**src/rtl/dmrs_despreader.sv**
```systemverilog
// ============================================================================
//  Module      : dmrs_despreader
//  Description : Gold-sequence / orthogonal-cover despreader for DMRS samples
//                with 16-sample block correlation.
//  Revision    : 1.0 - initial release
// ============================================================================
`timescale 1ns/1ps
`default_nettype none

module dmrs_despreader #(
    parameter int SEQ_LEN = 20480,
    parameter int NC      = 1600,
    parameter int DW      = 8
) (
    input  logic                 clk,
    input  logic                 reset,
    input  logic                 start,
    input  logic [30:0]          cinit,
    input  logic [15:0]          wn_pat,
    input  logic signed [DW-1:0] din,
    input  logic                 din_valid,
    output logic                 din_ready,
    output logic signed [DW:0]   dout,
    output logic                 dout_valid,
    output logic signed [DW+4:0] corr,
    output logic                 corr_valid,
    output logic                 busy,
    output logic                 done
);

    localparam int NW = $clog2(SEQ_LEN);
    localparam int WW = (NC > 1) ? $clog2(NC) : 1;

    typedef enum logic [1:0] {
        S_IDLE   = 2'd0,
        S_WARMUP = 2'd1,
        S_RUN    = 2'd2,
        S_DONE   = 2'd3
    } state_t;

    state_t                 state;
    logic [30:0]            x1;
    logic [30:0]            x2;
    logic [15:0]            wn;
    logic [NW-1:0]          n;
    logic [WW-1:0]          wcnt;
    logic signed [DW+4:0]   acc;

    logic                   x1_fb;
    logic                   x2_fb;
    logic                   flip;
    logic signed [DW:0]     din_ext;
    logic signed [DW:0]     desp;
    logic signed [DW+4:0]   desp_ext;
    logic signed [DW+4:0]   acc_sum;

    assign x1_fb    = x1[3] ^ x1[0];
    assign x2_fb    = x2[3] ^ x2[2] ^ x2[1] ^ x2[0];
    assign flip     = x1[0] ^ x2[0] ^ wn[n[3:0]];
    // One guard bit lets -2^(DW-1) negate to +2^(DW-1) cleanly.
    assign din_ext  = {din[DW-1], din};
    assign desp     = flip ? -din_ext : din_ext;
    assign desp_ext = {{4{desp[DW]}}, desp};
    assign acc_sum  = acc + desp_ext;

    always_ff @(posedge clk) begin
        if (reset) begin
            state      <= S_IDLE;
            x1         <= '0;
            x2         <= '0;
            wn         <= '0;
            n          <= '0;
            wcnt       <= '0;
            acc        <= '0;
            din_ready  <= 1'b0;
            dout       <= '0;
            dout_valid <= 1'b0;
            corr       <= '0;
            corr_valid <= 1'b0;
            busy       <= 1'b0;
            done       <= 1'b0;
        end else begin
            dout_valid <= 1'b0;
            corr_valid <= 1'b0;
            case (state)
                S_IDLE, S_DONE: begin
                    if (start) begin
                        state <= S_WARMUP;
                        x1    <= 31'd1;
                        x2    <= cinit;
                        wn    <= wn_pat;
                        n     <= '0;
                        wcnt  <= '0;
                        acc   <= '0;
                        busy  <= 1'b1;
                        done  <= 1'b0;
                    end
                end
                S_WARMUP: begin
                    x1   <= {x1_fb, x1[30:1]};
                    x2   <= {x2_fb, x2[30:1]};
                    wcnt <= wcnt + 1'b1;
                    if (wcnt == WW'(NC - 1)) begin
                        state     <= S_RUN;
                        din_ready <= 1'b1;
                    end
                end
                S_RUN: begin
                    if (din_valid) begin
                        x1         <= {x1_fb, x1[30:1]};
                        x2         <= {x2_fb, x2[30:1]};
                        n          <= n + 1'b1;
                        dout       <= desp;
                        dout_valid <= 1'b1;
                        // Block boundary: publish the sum and restart with no gap.
                        if (n[3:0] == 4'hF) begin
                            corr       <= acc_sum;
                            corr_valid <= 1'b1;
                            acc        <= '0;
                        end else begin
                            acc <= acc_sum;
                        end
                        if (n == NW'(SEQ_LEN - 1)) begin
                            state     <= S_DONE;
                            din_ready <= 1'b0;
                            busy      <= 1'b0;
                            done      <= 1'b1;
                        end
                    end
                end
                default: state <= S_IDLE;
            endcase
        end
    end

endmodule

`default_nettype wire

```
**config.mk**
```make
export PLATFORM = sky130hd
export DESIGN_NAME = dmrs_despreader
export DESIGN_NICKNAME = d
export VERILOG_FILES = /design/src/rtl/dmrs_despreader.sv
export SDC_FILE = /design/constraint.sdc
export NUM_CORES = 1
export LEC_CHECK = 0
export CAP_MARGIN = 10
export CORE_ASPECT_RATIO = 0.9
export CORE_MARGIN = 2
export CORE_UTILIZATION = 45
export DETAILED_ROUTE_END_ITERATION = 7
export PLACE_DENSITY = 0.67
export SLEW_MARGIN = 40
export SYNTH_ARGS = -nofsm -noshare
export SYNTH_HDL_FRONTEND = slang
export SYNTH_SLANG_ARGS = --single-unit
export TNS_END_PERCENT = 30
```
**constraint.sdc**
```tcl
create_clock -name clk -period 4.9 [get_ports clk]
set_input_delay 0.49 -clock clk [delete_from_list [all_inputs] [get_ports clk]]
set_output_delay 0.49 -clock clk [all_outputs]
set_load 0.01 [all_outputs]
```
==> impl.org, run 1 <==
** Synth
- Top cell type's share of synthesized area :: between 40% and 50%
- Prevailing post-synth register cell :: dfxtp_1
- The largest total area in the synthesized netlist belongs to dfxtp_1.
- Largest family of logic cells by synthesized area :: simple AND/OR/NAND/NOR gates
- Simple-Gate Fraction of Synth Area :: 18.7%
- Count of distinct cell types in the synthesized netlist :: 56
- Yosys warning count :: 0
- After Yosys synthesis, full adders, half adders and majority gates account for under 10% of the synthesized area.
- Proportion of synthesized area in mux cells :: 7.74%
- Synthesis-stage register bit count :: about 150
- Number of synthesized flops with an enable pin :: 0
- Number of instances in the synthesized netlist :: a little under 800
- Ranked by instance count, the synthesized netlist is headed by dfxtp_1 (146), nor2_1 (137), nand2_1 (85), a22oi_1 (48), a21oi_1 (45).
- Complex-gate fraction of the synthesized area :: a little under a fifth
- By area the synthesized netlist is led by dfxtp_1 (44%), nor2_1 (7.7%), a22oi_1 (5.4%), mux2i_1 (4.9%), nand2_1 (4.8%).
- Of the total synthesized cell area, the portion taken by XOR and XNOR cells is 4.33%.
- Summing the sequential cell areas from Yosys gives a little over two fifths of the chip area.
- Dividing the synthesized area by the synthesized cell count gives around 8.7 um^2.
- Among all cell types in the netlist, the one instantiated most often is dfxtp_1.
- In this run the cell area of the synthesized design comes to 0.00671 mm^2.
- Net count after synthesis :: 851
- Post-synth ARST share :: 0%

** Routing
- Total Wirelength :: ~15000 um
- Count of vias placed by the detailed router :: about 5600
- First DRT Iteration DRCs :: a little under 500
- Number of iterations in the first detailed-routing pass :: 5
- In the routed design, unresolved DRC markers number 0.
- Final ANT Viol Nets :: 0
- Via/cell ratio :: 5.39
- Average detailed-routed wire length per instance :: 14.6 um

** Critical path
- At the worst endpoint, the required time is between 5 and 6 ns.
- Cell Chain, Critical Path :: mux4_1 -> mux2i_1 -> mux2i_2 -> xnor2_4 -> mux2i_2 -> inv_1 -> ha_1 -> nand2_1 -> o21ai_0 -> nor4_1 -> a41oi_1 -> o41a_1 -> a211oi_2 -> a211o_1
- Signal arrival time at the worst endpoint :: just under 5 ns
- The largest individual stage delay along the critical path comes from the cell mux4_1.
- Type of the worst setup path :: reg -> reg
- Counting stages on the worst path, the most repeated cell is mux2i_2.
- The largest single stage delay on the critical path is 0.59 ns.
- Critical Path Source Type :: flip-flop
- Endpoint type of the worst setup path :: flip-flop
- WP buf/inv :: 1
- Counting cells, the worst reg-to-reg path comes to 14.
- Along the worst path, the maximum fanout reaches 9.
- Family with the most delay on the worst path :: multiplexers
- Critical Path Stages :: 14

** STA
- The tightest hold path in the finished design has a slack of between 0.4 and 0.5 ns.
- Final period utilization :: roughly 93%
- The number of max-slew violations in the final report came to 0.
- Final clock skew :: about 0.01 ns
- After layout, the minimum clock period comes to ~4.6 ns.
- In the final timing run, aggregate negative setup slack is 0 ns.
- Upper clock frequency limit :: 219 MHz
- The final count of hold timing violations is 0.
- Setup violations remaining at the end of the flow were counted as 0.
- For the pin with the worst max-slew slack, the measured transition is between 0.7 and 0.8 ns.
- Headroom to the max-slew limit :: 47.6%
- Setup repair after global routing left no endpoint under its margin.

** Power
- Static leakage power :: about 0.0032 uW
- In this run the power density over the cells is ~530 mW/mm^2.
- VDD IR max :: roughly 0.00030 V

** Layout
- The final layout contains a little over 900 nets.
- Footprint of the multi-input gates :: about 0.0035 mm^2
- The number of antenna diodes in the final layout is 0.
- Count of filler cells inserted in the layout :: 1299
- Area growth, synth to finish :: 22.7%
- Summing all flip-flop and latch instances after layout gives between 0.002 and 0.003 mm^2.
- Ratio of cells with drive above 1 in the final layout :: about 6.5%
- Utilization of the core after routing :: between 50 and 60%
- Non-filler instance count after layout :: roughly 1000

** GRT
- Number of global-route vias before repair :: about 5300
- Total global routing track utilization :: between 10% and 20%
- The first global-routing pass estimated approximately 26000 um of wire.
- Summed over all layers, the global routing overflow is 0.
- Initial antenna violation count :: 0
- Pin count of the biggest net entering global routing :: 87

** Clock network
- Clock root buffer :: clkbuf_16
- After clock tree synthesis, the clock-pin slew on the worst setup and hold paths is around 0.06 ns.
- CTS sink cnt :: approximately 150
- After clock tree synthesis, the flow added hold-fix buffers numbering 0.
- The H-tree was split into 4 levels.
- The clock passes through at most 2 buffers.
- TritonCTS buffer count :: 17
- Post-CTS setup buffer count :: 0
- Number of gates resized after CTS :: 0
- TritonCTS built the clock tree.
- Insertion delay of the later-clocked pin in the worst-skew pair :: roughly 0.42 ns

** Run
- The tool flagged a number of max-cap violations equal to 0.

** Floorplan
- I/O pin total :: between 80 and 90
- The die is 133 um wide.
- Core Region :: around 0.015 mm^2
- Die height :: around 120 um
- Std cell rows :: 42
- Area enclosed by the die boundary :: ~0.016 mm^2
- Starting density of the core :: a little under half

** Placement
- Half-perimeter wire length after detailed placement :: 10400 um
- Global placement routability congestion :: around 0.84
- Number of cells after detailed placement :: about 1000
- The count of buffers added on input and output ports is 85.

** Status
- Status :: finished, final reports clean

** Min path
- Hold crit path type :: reg -> reg
- Number of cells on the worst hold path :: 2
==> state kept, by name, summed over array words and instances (netlist names), 2 cells and up <==
register,flops
wcnt,11
acc,13
n,15
wn,16
x1,31
state,2
dout,9
x2,31
corr,13
==> worst paths after layout <==
| check | end | start | slack, ns |
|---|---|---|---|
| setup / recovery | acc[12] | n[2] | 0.33 |
| hold / removal | wn[9] | wn[9] | 0.46 |
| setup reg to reg | acc[12] | n[2] | 0.33 |
| hold reg to reg | wn[9] | wn[9] | 0.46 |
==> kinds of logic (layout without fill, tap and decap cells) <==
| kind of cell | count (synthesis) | in the layout |
|---|---|---|
| compound gates | 178 | 178 |
| xor+xnor | 31 | 31 |
| fa+ha+maj | 19 | 19 |
| buf+inv | 65 | 138 |
| flops | 146 | 146 |
| mux | 44 | 44 |
| simple gates | 290 | 290 |
==> metal layers <==
| layer | part of all wire [%] | global-route usage (%) |
|---|---|---|
| met5 | 0 | 0 |
| met4 | 1.2 | 6.12 |
| met3 | 4.9 | 5.66 |
| met2 | 45 | 30.2 |
| met1 | 49 | 27.3 |
==> power by group <==
part,total [uW],switching [uW],internal (uW)
registers,1490,112,1370
logic,1630,988,638
clock network,1230,522,703
==> worst min-delay path, stage by stage, from the launching register on <==
cell and delay (ns):
dfxtp_1 0.31, nand2_1 0.05, a21oi_1 0.05
==> final cells by class <==
type,count,share of cell area (%)
clock buffer,18,5.22
clock inverter,14,1.63
inverter,16,0.730
multi-input combinational,562,43.1
sequential,146,35.5
tap,198,3.01
timing repair buffer,90,10.8
==> through the flow <==
step | total power [uW] | area (um^2) | setup slack [ns]
global route | 4620 | 8230 | 0.169
finish | 4340 | 8230 | 0.331
CTS | 4350 | 8230 | 0.456
detailed placement | 3120 | 7660 | 0.491
floorplan | 2720 | 6710 | 1.20
global placement | 3060 | 7660 | 0.769
==> placed cells by master (no fill, tap or decap), drive strengths merged, types with 7 or more instances in the layout <==
cell             n
nor2           137
a21o             7
nand4            7
a211oi          41
xor2            18
xnor2           13
ha              18
clkbuf          18
inv             18
nand2           85
dfxtp          146
a21oi           45
a22oi           48
clkdlybuf4s50   84
mux2i           35
o21ai           12
nand3           16
nor3            12
Power figures use the tool's default switching activity.
==> run 2, diff against run 1 <==
- ABC_AREA: default -> 1
==> run 2 against run 1 <==
Effect of this change:
- cell area grew 1.1%
- fmax grew 16%
- via count grew 8.9%
- non-clock buffer count grew 1
==> impl.org, run 2 <==
** Power
- The internal portion of the total power is 2690 uW.
- Of the total power, the share spent switching nets is about 41%.
- Summing internal, switching and leakage power gives between 4000 and 5000 uW.
- Sequential group share of total power :: approximately a third
- VDD IR max :: roughly 0.00036 V
- In this run the power spent charging and discharging nets is roughly 1800 uW.
- Part of the power in the clock network :: around a quarter
- PwrDens :: between 500 and 600 mW/mm^2
- Portion of total power attributed to combinational logic :: ~40%
- Static leakage power :: around 0.0034 uW

** Floorplan
- The floorplan step set the die width to roughly 130 um.
- After floorplanning, the core was sized to cover approximately 0.015 mm^2.
- Area enclosed by the die boundary :: between 0.015 and 0.02 mm^2
- The initial utilization of the core area, before any placement, comes to between 40% and 50%.
- The floorplan step set the die height to around 120 um.
- After floorplanning, the core was divided into between 40 and 50 placement rows.
- I/O pin total :: between 80 and 90

** Run
- Reported max-cap violation count :: 0

** GRT
- The initial antenna violation count came to 0.
- After global routing the overflow that remains totals 0.
- Global-route wire length before repair :: around 26000 um
- The via count of the first global-routing pass was between 5000 and 6000.
- Entering global routing, the biggest net connects between 60 and 70 pins.
- Total global routing track utilization :: about a fifth

** Critical path
- Cell Chain, Critical Path :: inv_2 -> nand2_1 -> nand2_1 -> nand2_1 -> nand2_1 -> nand2_1 -> nand2_1 -> inv_1 -> nand3_1 -> nand2_2 -> inv_1 -> nand2_1 -> xor2_1 -> inv_1 -> ha_1 -> a21o_1 -> a31oi_1 -> o21ai_0 -> a21oi_1 -> or2_2 -> nand3_1 -> a21oi_1
- By startpoint and endpoint, the worst setup path is classified as reg -> reg.
- Critical Path Most Common Cell :: nand2_1
- Critical Path Source Type :: flip-flop
- Signal arrival time at the worst endpoint :: about 4.3 ns
- For this run, the slowest stage of the critical path takes 0.62 ns.
- In this run the critical register-to-register path is launched from n[0].
- Family with the most delay on the worst path :: compound AO/OA/AOI/OAI gates
- WP buf/inv :: 4
- In this run the worst path has a maximum fanout of 15.
- Number of cells traversed by the worst register-to-register path :: 22
- STA puts the critical path data required time at 5.24 ns.
- On the critical path, the stage with the largest delay is an instance of dfxtp_1.
- For flop-to-flop paths, the worst setup slack is roughly 0.95 ns.
- The worst setup path is captured at a flip-flop.
- The worst register-to-register path ends at acc[10].

** Clock network
- H-tree depth reported by CTS :: 4
- CTS sink cnt :: between 100 and 150
- The tree is rooted in a clkbuf_16.
- Clock latency on the worst-skew pair, taken at its later pin, is ~0.42 ns.
- Max clock buf depth :: 2
- TritonCTS buffer count :: 17
- After clock tree synthesis, the flow added hold-fix buffers numbering 0.
- Clock tree from TritonCTS :: done
- After clock tree synthesis, the repair step resized 0 gates.
- Post-CTS setup buffer count :: 0
- Clock-pin slew was measured on the worst setup and hold paths at around 0.06 ns.

** Layout
- At the end of the flow the core is filled with cells to 56.3%.
- After routing the design area is approximately 0.0083 mm^2.
- Fill cells in the final layout number 1426.
- Across the whole layout, storage elements account for between 0.002 and 0.003 mm^2.
- The final layout contains around 1100 nets.
- The number of antenna diodes in the final layout is 0.
- Footprint of the multi-input gates :: 0.00335 mm^2
- In the layout the commonest cells are nand2_1 (244), dfxtp_1 (146), inv_1 (92), a21oi_1 (92), o21ai_0 (86).
- Ratio of cells with drive above 1 in the final layout :: between 5 and 6%
- Most common cell after layout, fill and taps aside :: nand2_1
- The largest registers in the layout are x1 x31, x2 x31, wn x16.
- Relative to the synthesized area, the layout overhead comes to 22.0%.

** Synth
- Ranked by instance count, the synthesized netlist is headed by nand2_1 (244), dfxtp_1 (146), inv_1 (93), a21oi_1 (92), o21ai_0 (86).
- Counting flops and latches in the post-synthesis netlist gives ~150.
- When the netlist entered floorplanning its net count stood at roughly 1000.
- The synthesized design devotes to its leading area cell type a little over two fifths of total area.
- Averaged over all synthesized cells, the footprint is ~7 um^2.
- Post-synth ARST share :: 0%
- Number of instances in the synthesized netlist :: ~960
- The biggest area contributor in the post-synthesis netlist is dfxtp_1.
- For this run, the leading register cell type out of synthesis is dfxtp_1.
- Synth Cell Area :: 0.00682 mm^2
- Most frequently used cell type in the post-synthesis netlist :: nand2_1
- The synthesized netlist contains 39 unique library cells.
- Yosys warning count :: 0
- Share of the yosys chip area belonging to registers :: between 40% and 50%
- In this run, synthesis inferred 0 flip-flops with an integrated enable.
- Top cells by area in the synthesized netlist :: dfxtp_1 (43%), nand2_1 (13%), a21oi_1 (6.7%), o21ai_0 (6.3%), inv_1 (5.1%)

** STA
- Unrepaired setup endpoints after global routing :: false
- Final clock skew :: roughly 0.007 ns
- The number of max-slew violations in the final report was 0.
- In the finished design, the share of the clock period the worst path needs comes to a little over 80%.
- Fin Setup TNS :: 0 ns
- Tmin final :: between 3 and 4 ns
- Derived from the worst setup path, the maximum achievable clock frequency is approximately 250 MHz.
- The worst pin sits at a relative slew slack of 51.5%.
- Setup slack of the critical path after layout :: between 0.9 and 1 ns
- Hold violation count in the final report :: 0
- Pin slew with the least headroom to its limit :: between 0.7 and 0.8 ns
- Setup violations remaining at the end of the flow were counted as 0.

** Min path
- Hold_sp :: x1[11]
- The tightest min-delay check is of the reg -> reg type.
- Number of cells on the worst hold path :: 2
- Worst min-delay path endpoint :: x1[10]

** Routing
- The pre-antenna-repair detailed-routing pass consisted of 5 iterations.
- Via/cell ratio :: 4.98
- The routed layout has roughly 6000 vias.
- Average detailed-routed wire length per instance :: between 10 and 15 um
- In the routed design, unresolved DRC markers number 0.
- Final ANT Viol Nets :: 0
- The routed design has approximately 15000 um of wire.
- First DRT Iteration DRCs :: 462

** Placement
- Port bufs :: 85
- Half-perimeter wire length after detailed placement :: around 10000 um
- The placed instances occupy a cell area of between 0.007 and 0.008 mm^2.
- At the placement stage, the worst setup path has a slack of roughly 0.96 ns.
- The congestion estimate from routability-driven global placement came to slightly below 0.9.

** Status
- The flow ran to the end, and the final reports show no timing, DRC or antenna violations.
==> run 2: stage by stage <==
stage	hold slack, ns	instances
2_1_floorplan	0.437	956
3_3_place_gp	0.447	1199
3_5_place_dp	0.452	1199
4_1_cts	0.462	1231
5_1_grt	0.475	1231
6_report	0.459	1231
==> run 2: cell type report <==
cell class              instances  area share [%]
flip-flops and latches        146            35.1
clock buffers                  22            5.58
inverters                      96            4.39
multi-input cells             668            40.3
repair buffers                 91            10.7
clock inverters                10           0.932
well taps                     198            2.98
==> run 2: worst max-delay path by stage <==
stage / slack [ns] / to / startpoint / depth (start not counted)
after CTS: 0.95 / acc[10] / n[0] / 22
after detailed placement: 0.96 / acc[10] / n[0] / 22
after global placement: 0.96 / acc[10] / n[0] / 22
after global routing: 0.49 / acc[10] / n[0] / 23
after floorplan: 1.86 / corr[9] / n[0] / 25
final: 0.95 / acc[10] / n[0] / 22
==> run 2: kinds of logic (layout without fill, tap and decap cells) <==
logic type / after synthesis / count (layout) / synth area share [%]
DFF: 146 / 146 / 42.8
xor gates and xnor gates: 20 / 20 / 2.57
AOI/OAI and AO/OA: 231 / 231 / 18.2
adders and majority gates: 19 / 19 / 3.60
buffers and inverters: 142 / 219 / 8.18
and+or+nand+nor: 398 / 398 / 24.6
==> run 2: power groups by stage <==
stage,Combinational [uW],Sequential (uW),Clock (uW)
4_1_cts,1820,1530,1210
5_1_grt,2070,1560,1260
3_3_place_gp,1810,1560,0
6_report,1820,1540,1180
2_1_floorplan,1400,1540,0
3_5_place_dp,1820,1550,0
==> run 2: worst reg2reg max path, cell delays in order, from the launching register on <==
cell and delay (ns):
dfxtp_1 0.62, inv_2 0.23, nand2_1 0.13, nand2_1 0.06, nand2_1 0.05, nand2_1 0.05
nand2_1 0.05, nand2_1 0.04, inv_1 0.05, nand3_1 0.16, nand2_2 0.18, inv_1 0.09
nand2_1 0.08, xor2_1 0.26, inv_1 0.08, ha_1 0.36, a21o_1 0.18, a31oi_1 0.35
o21ai_0 0.22, a21oi_1 0.22, or2_2 0.15, nand3_1 0.07, a21oi_1 0.17
==> run 2: routing by layer <==
layer | track usage [%] | up-vias | wire, um
met2 | 30.0 | 91 | 6660
met5 | 0 | - | 0
li1 | - | 3261 | -
met1 | 27.0 | 2763 | 7770
met4 | 5.78 | 0 | 147
met3 | 5.66 | 11 | 589
